`config.mk`:
```
export PLATFORM = sky130hd
export DESIGN_NAME = clk_mon_window
export DESIGN_NICKNAME = d
export VERILOG_FILES = /design/src/rtl/clk_mon_window_pkg.sv /design/src/rtl/clk_mon_window_chan.sv /design/src/rtl/clk_mon_window.sv
export SDC_FILE = /design/constraint.sdc
export NUM_CORES = 1
export LEC_CHECK = 0
export BUFFER_PORTS_ARGS = -buffer_cell sky130_fd_sc_hd__buf_2
export CAP_MARGIN = 20
export CORE_ASPECT_RATIO = 1.5
export CORE_MARGIN = 2
export CORE_UTILIZATION = 55
export DETAILED_ROUTE_END_ITERATION = 8
export PLACE_DENSITY = 0.76
export SYNTH_ARGS = -nofsm -noshare
export SYNTH_HDL_FRONTEND = slang
export SYNTH_SLANG_ARGS = --single-unit
```
`constraint.sdc`:
```
create_clock -name clk_ref -period 9.16 [get_ports clk_ref]
set_clock_uncertainty 0.15 [all_clocks]
set_input_delay 1.832 -clock clk_ref [delete_from_list [all_inputs] [get_ports clk_ref]]
set_output_delay 1.832 -clock clk_ref [all_outputs]
set_load 0.05 [all_outputs]
```
`src/rtl/clk_mon_window_pkg.sv`:
```
// Shared types and constants for the clk_mon_window clock-health checker.
//   health_t  : per-channel health classification (2-bit encoding visible on state_out)
//   cfg_sel_t : configuration write target selected by cfg_sel
//   Default*  : reset values of the per-channel window and alarm enable
package clk_mon_window_pkg;

  typedef enum logic [1:0] {
    HealthUnknown = 2'd0,
    HealthGood    = 2'd1,
    HealthBad     = 2'd2,
    HealthLost    = 2'd3
  } health_t;

  typedef enum logic [1:0] {
    CfgMin   = 2'd0,
    CfgMax   = 2'd1,
    CfgClear = 2'd2,
    CfgAen   = 2'd3
  } cfg_sel_t;

  // Wide enough for any supported RATE_W; truncated at the point of use.
  localparam logic [63:0] DefaultMin     = '0;
  localparam logic [63:0] DefaultMax     = '1;
  localparam logic        DefaultAlarmEn = 1'b1;

endpackage

```
`src/rtl/clk_mon_window_chan.sv`:
```
// One monitored channel of clk_mon_window: programmable min/max rate window, in-range
// streak, optional no-measurement timeout, hysteretic health state, saturating fault
// counter and sticky alarm.
//
// Build option: define CLK_MON_WINDOW_TIMEOUT_EN to implement the timeout counter and
// the LOST state; without it LOST is unreachable and TIMEOUT_CYCLES is ignored.
//
// Ports:
//   clk_ref, reset  clock and synchronous active-high reset
//   rate            measured rate for this channel
//   rate_valid      one-cycle strobe marking a new rate
//   locked          synchronised locked status
//   we_min, we_max  threshold write strobes (data on wdata)
//   clear           zero counter/alarm and return to UNKNOWN (thresholds kept)
//   we_aen          alarm enable write strobe (data on wdata[0])
//   wdata           configuration write data
//   state           health state (health_t encoding)
//   fault_count     saturating fault counter
//   alarm           sticky alarm
//   alarm_en        alarm enable register
module clk_mon_window_chan
  import clk_mon_window_pkg::*;
#(
  parameter int unsigned RATE_W         = 32,
  parameter int unsigned CNT_W          = 16,
  parameter int unsigned GOOD_COUNT     = 3,
  parameter int unsigned TIMEOUT_CYCLES = 200000000
) (
  input  logic              clk_ref,
  input  logic              reset,
  input  logic [RATE_W-1:0] rate,
  input  logic              rate_valid,
  input  logic              locked,
  input  logic              we_min,
  input  logic              we_max,
  input  logic              clear,
  input  logic              we_aen,
  input  logic [RATE_W-1:0] wdata,
  output logic [1:0]        state,
  output logic [CNT_W-1:0]  fault_count,
  output logic              alarm,
  output logic              alarm_en
);

  localparam int unsigned        STREAK_W  = $clog2(GOOD_COUNT + 1);
  localparam logic [STREAK_W-1:0] StreakMax = STREAK_W'(GOOD_COUNT);

  logic [RATE_W-1:0]   min_q, max_q;
  logic                aen_q;
  logic                locked_q;
  logic [STREAK_W-1:0] streak_q, streak_d;
  health_t             state_q, state_d;
  logic [CNT_W-1:0]    cnt_q, cnt_d;
  logic                alarm_q, alarm_d;

  logic                in_range, lock_fall, meas_good, meas_bad, range_fault;
  logic                timeout_hit;
  health_t             state_base;
  logic [STREAK_W-1:0] streak_base;
  logic [CNT_W-1:0]    cnt_base;
  logic                alarm_base;

`ifdef CLK_MON_WINDOW_TIMEOUT_EN
  localparam int unsigned  TO_W   = $clog2(TIMEOUT_CYCLES + 1);
  localparam logic [TO_W-1:0] ToLast = TO_W'(TIMEOUT_CYCLES - 1);
  localparam logic [TO_W-1:0] ToMax  = TO_W'(TIMEOUT_CYCLES);

  logic [TO_W-1:0] to_q, to_d;

  // Only a GOOD channel can time out; the counter freezes once LOST.
  always_comb begin
    to_d        = to_q;
    timeout_hit = 1'b0;
    if (rate_valid || clear) begin
      to_d = '0;
    end else if (state_q != HealthLost) begin
      if (to_q < ToMax) begin
        to_d = to_q + 1'b1;
      end
      timeout_hit = (state_q == HealthGood) && (to_q >= ToLast);
    end
  end

  always_ff @(posedge clk_ref) begin
    if (reset) begin
      to_q <= '0;
    end else begin
      to_q <= to_d;
    end
  end
`else
  assign timeout_hit = 1'b0;
`endif

  always_comb begin
    in_range  = (rate >= min_q) && (rate <= max_q);
    lock_fall = locked_q && !locked;

    // A clear in the same cycle is applied first; any event then lands on the cleared values.
    state_base  = clear ? HealthUnknown : state_q;
    streak_base = clear ? '0 : streak_q;
    cnt_base    = clear ? '0 : cnt_q;
    alarm_base  = clear ? 1'b0 : alarm_q;

    meas_good = rate_valid && locked && in_range;
    // An unlocked measurement only faults a channel that is not already BAD.
    meas_bad  = rate_valid && (locked ? !in_range : (state_base != HealthBad));
    range_fault = lock_fall || meas_bad;

    state_d  = state_base;
    streak_d = streak_base;
    cnt_d    = cnt_base;
    alarm_d  = alarm_base;

    if (range_fault || timeout_hit) begin
      cnt_d   = (cnt_base == '1) ? cnt_base : cnt_base + 1'b1;
      alarm_d = 1'b1;
      if (range_fault) begin
        state_d  = HealthBad;
        streak_d = '0;
      end else begin
        // Streak is kept so the next in-range measurement returns straight to GOOD.
        state_d = HealthLost;
      end
    end else if (meas_good) begin
      if (streak_base != StreakMax) begin
        streak_d = streak_base + 1'b1;
      end
      if (streak_d == StreakMax) begin
        state_d = HealthGood;
      end
    end
  end

  always_ff @(posedge clk_ref) begin
    if (reset) begin
      min_q    <= RATE_W'(DefaultMin);
      max_q    <= RATE_W'(DefaultMax);
      aen_q    <= DefaultAlarmEn;
      locked_q <= 1'b0;
      streak_q <= '0;
      state_q  <= HealthUnknown;
      cnt_q    <= '0;
      alarm_q  <= 1'b0;
    end else begin
      if (we_min) begin
        min_q <= wdata;
      end
      if (we_max) begin
        max_q <= wdata;
      end
      if (we_aen) begin
        aen_q <= wdata[0];
      end
      locked_q <= locked;
      streak_q <= streak_d;
      state_q  <= state_d;
      cnt_q    <= cnt_d;
      alarm_q  <= alarm_d;
    end
  end

  assign state       = state_q;
  assign fault_count = cnt_q;
  assign alarm       = alarm_q;
  assign alarm_en    = aen_q;

endmodule

```
`src/rtl/clk_mon_window.sv`:
```
// Multi-channel clock-health checker in the clk_ref domain. Each channel compares its
// measured rate against a programmable window, tracks lock, classifies health and counts
// faults; the top decodes configuration writes and registers the interrupt.
//
// Build option: CLK_MON_WINDOW_TIMEOUT_EN enables the per-channel timeout / LOST state.
//
// Ports:
//   clk_ref, reset  clock and synchronous active-high reset
//   rate_in         NCLK packed rates, channel i at [i*RATE_W +: RATE_W]
//   rate_valid      per-channel new-rate strobe
//   locked          per-channel locked status (already synchronised)
//   cfg_we          configuration write strobe
//   cfg_chan        target channel (>= NCLK ignored)
//   cfg_sel         0 min, 1 max, 2 clear, 3 alarm enable
//   cfg_wdata       configuration write data
//   state_out       NCLK packed 2-bit health states
//   fault_count     NCLK packed saturating fault counters
//   alarm           per-channel sticky alarm
//   irq             registered OR of alarm & alarm_en
module clk_mon_window
  import clk_mon_window_pkg::*;
#(
  parameter int unsigned NCLK           = 4,
  parameter int unsigned RATE_W         = 32,
  parameter int unsigned CNT_W          = 16,
  parameter int unsigned GOOD_COUNT     = 3,
  parameter int unsigned TIMEOUT_CYCLES = 200000000,
  parameter int unsigned CHAN_W         = (NCLK > 1) ? $clog2(NCLK) : 1
) (
  input  logic                   clk_ref,
  input  logic                   reset,
  input  logic [NCLK*RATE_W-1:0] rate_in,
  input  logic [NCLK-1:0]        rate_valid,
  input  logic [NCLK-1:0]        locked,
  input  logic                   cfg_we,
  input  logic [CHAN_W-1:0]      cfg_chan,
  input  logic [1:0]             cfg_sel,
  input  logic [RATE_W-1:0]      cfg_wdata,
  output logic [NCLK*2-1:0]      state_out,
  output logic [NCLK*CNT_W-1:0]  fault_count,
  output logic [NCLK-1:0]        alarm,
  output logic                   irq
);

  cfg_sel_t        sel;
  logic [NCLK-1:0] we_min, we_max, clr, we_aen, alarm_en;

  assign sel = cfg_sel_t'(cfg_sel);

  for (genvar i = 0; i < NCLK; i++) begin : g_chan
    logic hit;
    assign hit       = cfg_we && (cfg_chan == CHAN_W'(i));
    assign we_min[i] = hit && (sel == CfgMin);
    assign we_max[i] = hit && (sel == CfgMax);
    assign clr[i]    = hit && (sel == CfgClear);
    assign we_aen[i] = hit && (sel == CfgAen);

    clk_mon_window_chan #(
      .RATE_W        (RATE_W),
      .CNT_W         (CNT_W),
      .GOOD_COUNT    (GOOD_COUNT),
      .TIMEOUT_CYCLES(TIMEOUT_CYCLES)
    ) u_chan (
      .clk_ref    (clk_ref),
      .reset      (reset),
      .rate       (rate_in[i*RATE_W +: RATE_W]),
      .rate_valid (rate_valid[i]),
      .locked     (locked[i]),
      .we_min     (we_min[i]),
      .we_max     (we_max[i]),
      .clear      (clr[i]),
      .we_aen     (we_aen[i]),
      .wdata      (cfg_wdata),
      .state      (state_out[i*2 +: 2]),
      .fault_count(fault_count[i*CNT_W +: CNT_W]),
      .alarm      (alarm[i]),
      .alarm_en   (alarm_en[i])
    );
  end

  always_ff @(posedge clk_ref) begin
    if (reset) begin
      irq <= 1'b0;
    end else begin
      irq <= |(alarm & alarm_en);
    end
  end

endmodule

```
==> metrics.yaml <==
run_status: "finished clean"
crit_family: "compound AO/OA/AOI/OAI gates"
crit_top_cell: "o21ai_0"
grt_max_degree: 89
wl_per_cell_um: 18.1
reg2regPathDepth: 11
die_y_um: 236
core-area_um2: 35200
avgSynthCellArea_um2: 7.88
crit_arrival_ns: 4.71
grt_usage_pct: 30.2
htreeDepth: 2
nets: 3098
setup_viol: 0
num-fill-cells: 3101
period_minus_slack_ns: 4.45
ir_worst_vdd_v: 0.000141
drcViolationCount: 0
cts_resized: 0
cp-start-kind: "input port"
synth-edff-count: 0
clock-root-buffer: "clkbuf_16"
hold_path_depth: 2
drtIter0Drc: 1082
hold_viol: 0
cp-startpoint: "rate_in[0]"
drt_first_pass_iters: 5
path_buf_inv: 2
cts_inserted_buffers: 36
num_rows: 84
cts_tree: "yes"
cap_violations: 0
grt_antenna_before_repair: 22
placement.io_buffers: 251
relSlewSlack_pct: 27.6
layout-area-overhead-vs-synth_pct: 13.4
path_depth: 12
timing.rr.start: "g_chan[3].u_chan.max_q[9]$_SDFFE_PP1P_"
synth.net_count: 2935
clk_pin_slew_ns: 0.06
cts.sink_count: 349
power.leakage_uw: 0.00999
final_util_pct: 63.5
crit_end: "g_chan[0].u_chan.state[1]$_SDFF_PP0_"
yosysUniqueCellTypes: 72
ys_warn_count: 0
grt.overflow.total: 0
final_max_slew_viol_count: 0
power_density_nw_per_um2: 154
end_kind: "flip-flop"
crit_fanout: 14
final.setup.tns_ns: 0
synth_seq_cells: 349
critPathMaxStageDelay_ns: 0.98
critPathKind: "input port to flip-flop"
ioPinCount: 252
dp_hpwl_mm: 42.1
multi_input_area_um2: 11100
grt_setup_unrepaired: "no"
min_path_type: "flip-flop to flip-flop"
grt_pass1_wl_mm: 89.8
async_flop_share_pct: 0
regToRegEndpoint: "g_chan[3].u_chan.fault_count[10]$_SDFF_PP0_"
die_area_um2: 37400
viasPerCell: 5.77
start_util_pct: 56.0
vias: 18300
antenna_left: 0
clock.fmax_mhz: 225
final_common_cell: "nand2_1"
crit_path_top_delay_cell: "o41ai_1"
min_period_over_period_pct: 48.5
regArea_um2: 6990
finalWeightedCongestion: 0.951
critical_path.cell_chain: "buf_2 -> inv_1 -> ha_1 -> nand2b_1 -> a211o_1 -> a21oi_1 -> o21ai_0 -> a211oi_1 -> o41ai_1 -> and2_1 -> and3_1 -> o21ai_0"
syn_inst: 2500
seq_area_frac_synth_pct: 35.5
cp.required_ns: 9.42
ys.flop_type: "dfxtp_1"
worst_skew_pair.late_latency_ns: 0.53
first_global_vias: 17800
holdBufCountCts: 0
worstMarginPinSlew_ns: 1.07
clockBufferDepth: 3
layout_common_cells: "nand2_1 (503), dfxtp_1 (349), inv_1 (272), ha_1 (260), a21oi_1 (253)"
die_w_um: 159
r2r_slack_ns: 5.78
drive_above_1_share_pct: 12.9
postCtsSetupBuffers: 0
totalWireLength_mm: 57.4
netlist_area_um2: 19700
layer usage:
layer	GRT usage, %	part of all wire, %
met5	0	0.24
met4	16.4	5.7
met3	6.61	6.6
met2	53.0	50
met1	33.3	38
logic make-up (layout without fill, tap and decap cells):
logic type / count (synthesis) / in the layout / synth area share [%]
multiplexers: 13 / 13 / 0.673
AND/OR/NAND/NOR: 863 / 863 / 19.7
adder cells (fa/ha/maj): 260 / 260 / 16.5
flip-flops: 349 / 349 / 35.5
buffers and inverters: 415 / 602 / 8.26
XOR/XNOR: 27 / 27 / 1.20
AO/OA/AOI/OAI: 573 / 573 / 18.2
other: 0 / 13 / 0
report_power, final:
| part | switching [µW] | internal (µW) | total (µW) | leakage, µW |
|---|---|---|---|---|
| logic | 270 | 138 | 408 | 0.00659 |
| clock network | 616 | 862 | 1480 | 0.000574 |
| registers | 15.5 | 1550 | 1560 | 0.00283 |
| total | 901 | 2550 | 3450 | 0.00999 |
cell type report:
| cell class | instances | share of cell area, % |
|---|---|---|
| repair buffers | 267 | 6.26 |
| diodes | 13 | 0.146 |
| clock buffers | 52 | 4.75 |
| multi-input cells | 1736 | 49.8 |
| flip-flops and latches | 349 | 31.3 |
| inverters | 273 | 4.60 |
| clock inverters | 10 | 0.487 |
| well taps | 473 | 2.65 |
tightest hold or removal path: stages, from the launching register on:
cell and delay [ns]:
dfxtp_1 0.31, nand2_1 0.05, a21oi_1 0.05
cells in the mapped netlist (3+ instances only):
| cell | n | area, µm² |
|---|---|---|
| nor3_1 | 32 | 160 |
| a31oi_1 | 5 | 31.3 |
| xor2_1 | 13 | 114 |
| buf_2 | 10 | 50.1 |
| nand2_1 | 503 | 1890 |
| a2111oi_0 | 3 | 26.3 |
| clkbuf_1 | 94 | 353 |
| o311ai_0 | 5 | 43.8 |
| mux2i_1 | 11 | 110 |
| ha_1 | 260 | 3250 |
| and3_1 | 25 | 156 |
| o31ai_1 | 7 | 52.6 |
| buf_4 | 5 | 37.5 |
| or4_1 | 11 | 82.6 |
| o41ai_1 | 4 | 35.0 |
| clkbuf_2 | 31 | 155 |
| nand3b_1 | 3 | 22.5 |
| o211ai_1 | 133 | 998 |
| xnor2_1 | 14 | 123 |
| nand4_1 | 56 | 350 |
| or3_1 | 14 | 87.6 |
| dfxtp_1 | 349 | 6990 |
| a21o_1 | 42 | 315 |
| and4_1 | 3 | 26.3 |
| a21oi_1 | 253 | 1270 |
| a221oi_1 | 8 | 70.1 |
| o2111ai_1 | 4 | 35.0 |
| o21a_1 | 10 | 75.1 |
| a211o_1 | 4 | 35.0 |
| nand4b_1 | 3 | 26.3 |
| nor2_1 | 90 | 338 |
| a211oi_1 | 14 | 105 |
| nand2b_1 | 11 | 68.8 |
| inv_1 | 272 | 1020 |
| nor2b_1 | 13 | 81.3 |
| nor4_1 | 14 | 87.6 |
| and2_1 | 10 | 62.6 |
| o21ai_0 | 58 | 290 |
| a22oi_1 | 4 | 30.0 |
| nand3_1 | 58 | 290 |
sequential cells by signal (all words and copies together) (netlist names):
register and count:
g_chan.u_chan.max_q 128, g_chan.u_chan.min_q 128, g_chan.u_chan.fault_count 64, g_chan.u_chan.state 8, g_chan.u_chan.streak_q 8, g_chan.u_chan.alarm 4, g_chan.u_chan.alarm_en 4, g_chan.u_chan.locked_q 4
irq 1
stage by stage:
stage | total power [µW] | cells | hold slack, ns | setup slack, ns | cell area (µm²)
floorplan | 1850 | 2500 | 0.286 | 4.68 | 19700
detailed placement | 2000 | 3097 | 0.296 | 4.19 | 21100
global placement | 1980 | 3097 | 0.292 | 4.24 | 21100
finish | 3450 | 3173 | 0.304 | 4.71 | 22300
global route | 3580 | 3168 | 0.319 | 4.48 | 22300
CTS | 3470 | 3159 | 0.305 | 4.74 | 22300
worst min-delay path by stage:
stage | end | slack (ns) | startpoint
4_1_cts | g_chan[3].u_chan.min_q[3]$_SDFFE_PP0P_ | 0.30 | g_chan[3].u_chan.min_q[3]$_SDFFE_PP0P_
6_report | g_chan[3].u_chan.min_q[3]$_SDFFE_PP0P_ | 0.30 | g_chan[3].u_chan.min_q[3]$_SDFFE_PP0P_
3_3_place_gp | g_chan[0].u_chan.min_q[23]$_SDFFE_PP0P_ | 0.29 | g_chan[0].u_chan.min_q[23]$_SDFFE_PP0P_
2_1_floorplan | g_chan[0].u_chan.min_q[10]$_SDFFE_PP0P_ | 0.29 | g_chan[0].u_chan.min_q[10]$_SDFFE_PP0P_
5_1_grt | g_chan[2].u_chan.min_q[19]$_SDFFE_PP0P_ | 0.32 | g_chan[2].u_chan.min_q[19]$_SDFFE_PP0P_
3_5_place_dp | g_chan[3].u_chan.min_q[3]$_SDFFE_PP0P_ | 0.30 | g_chan[3].u_chan.min_q[3]$_SDFFE_PP0P_
Power figures use the tool's default switching activity.
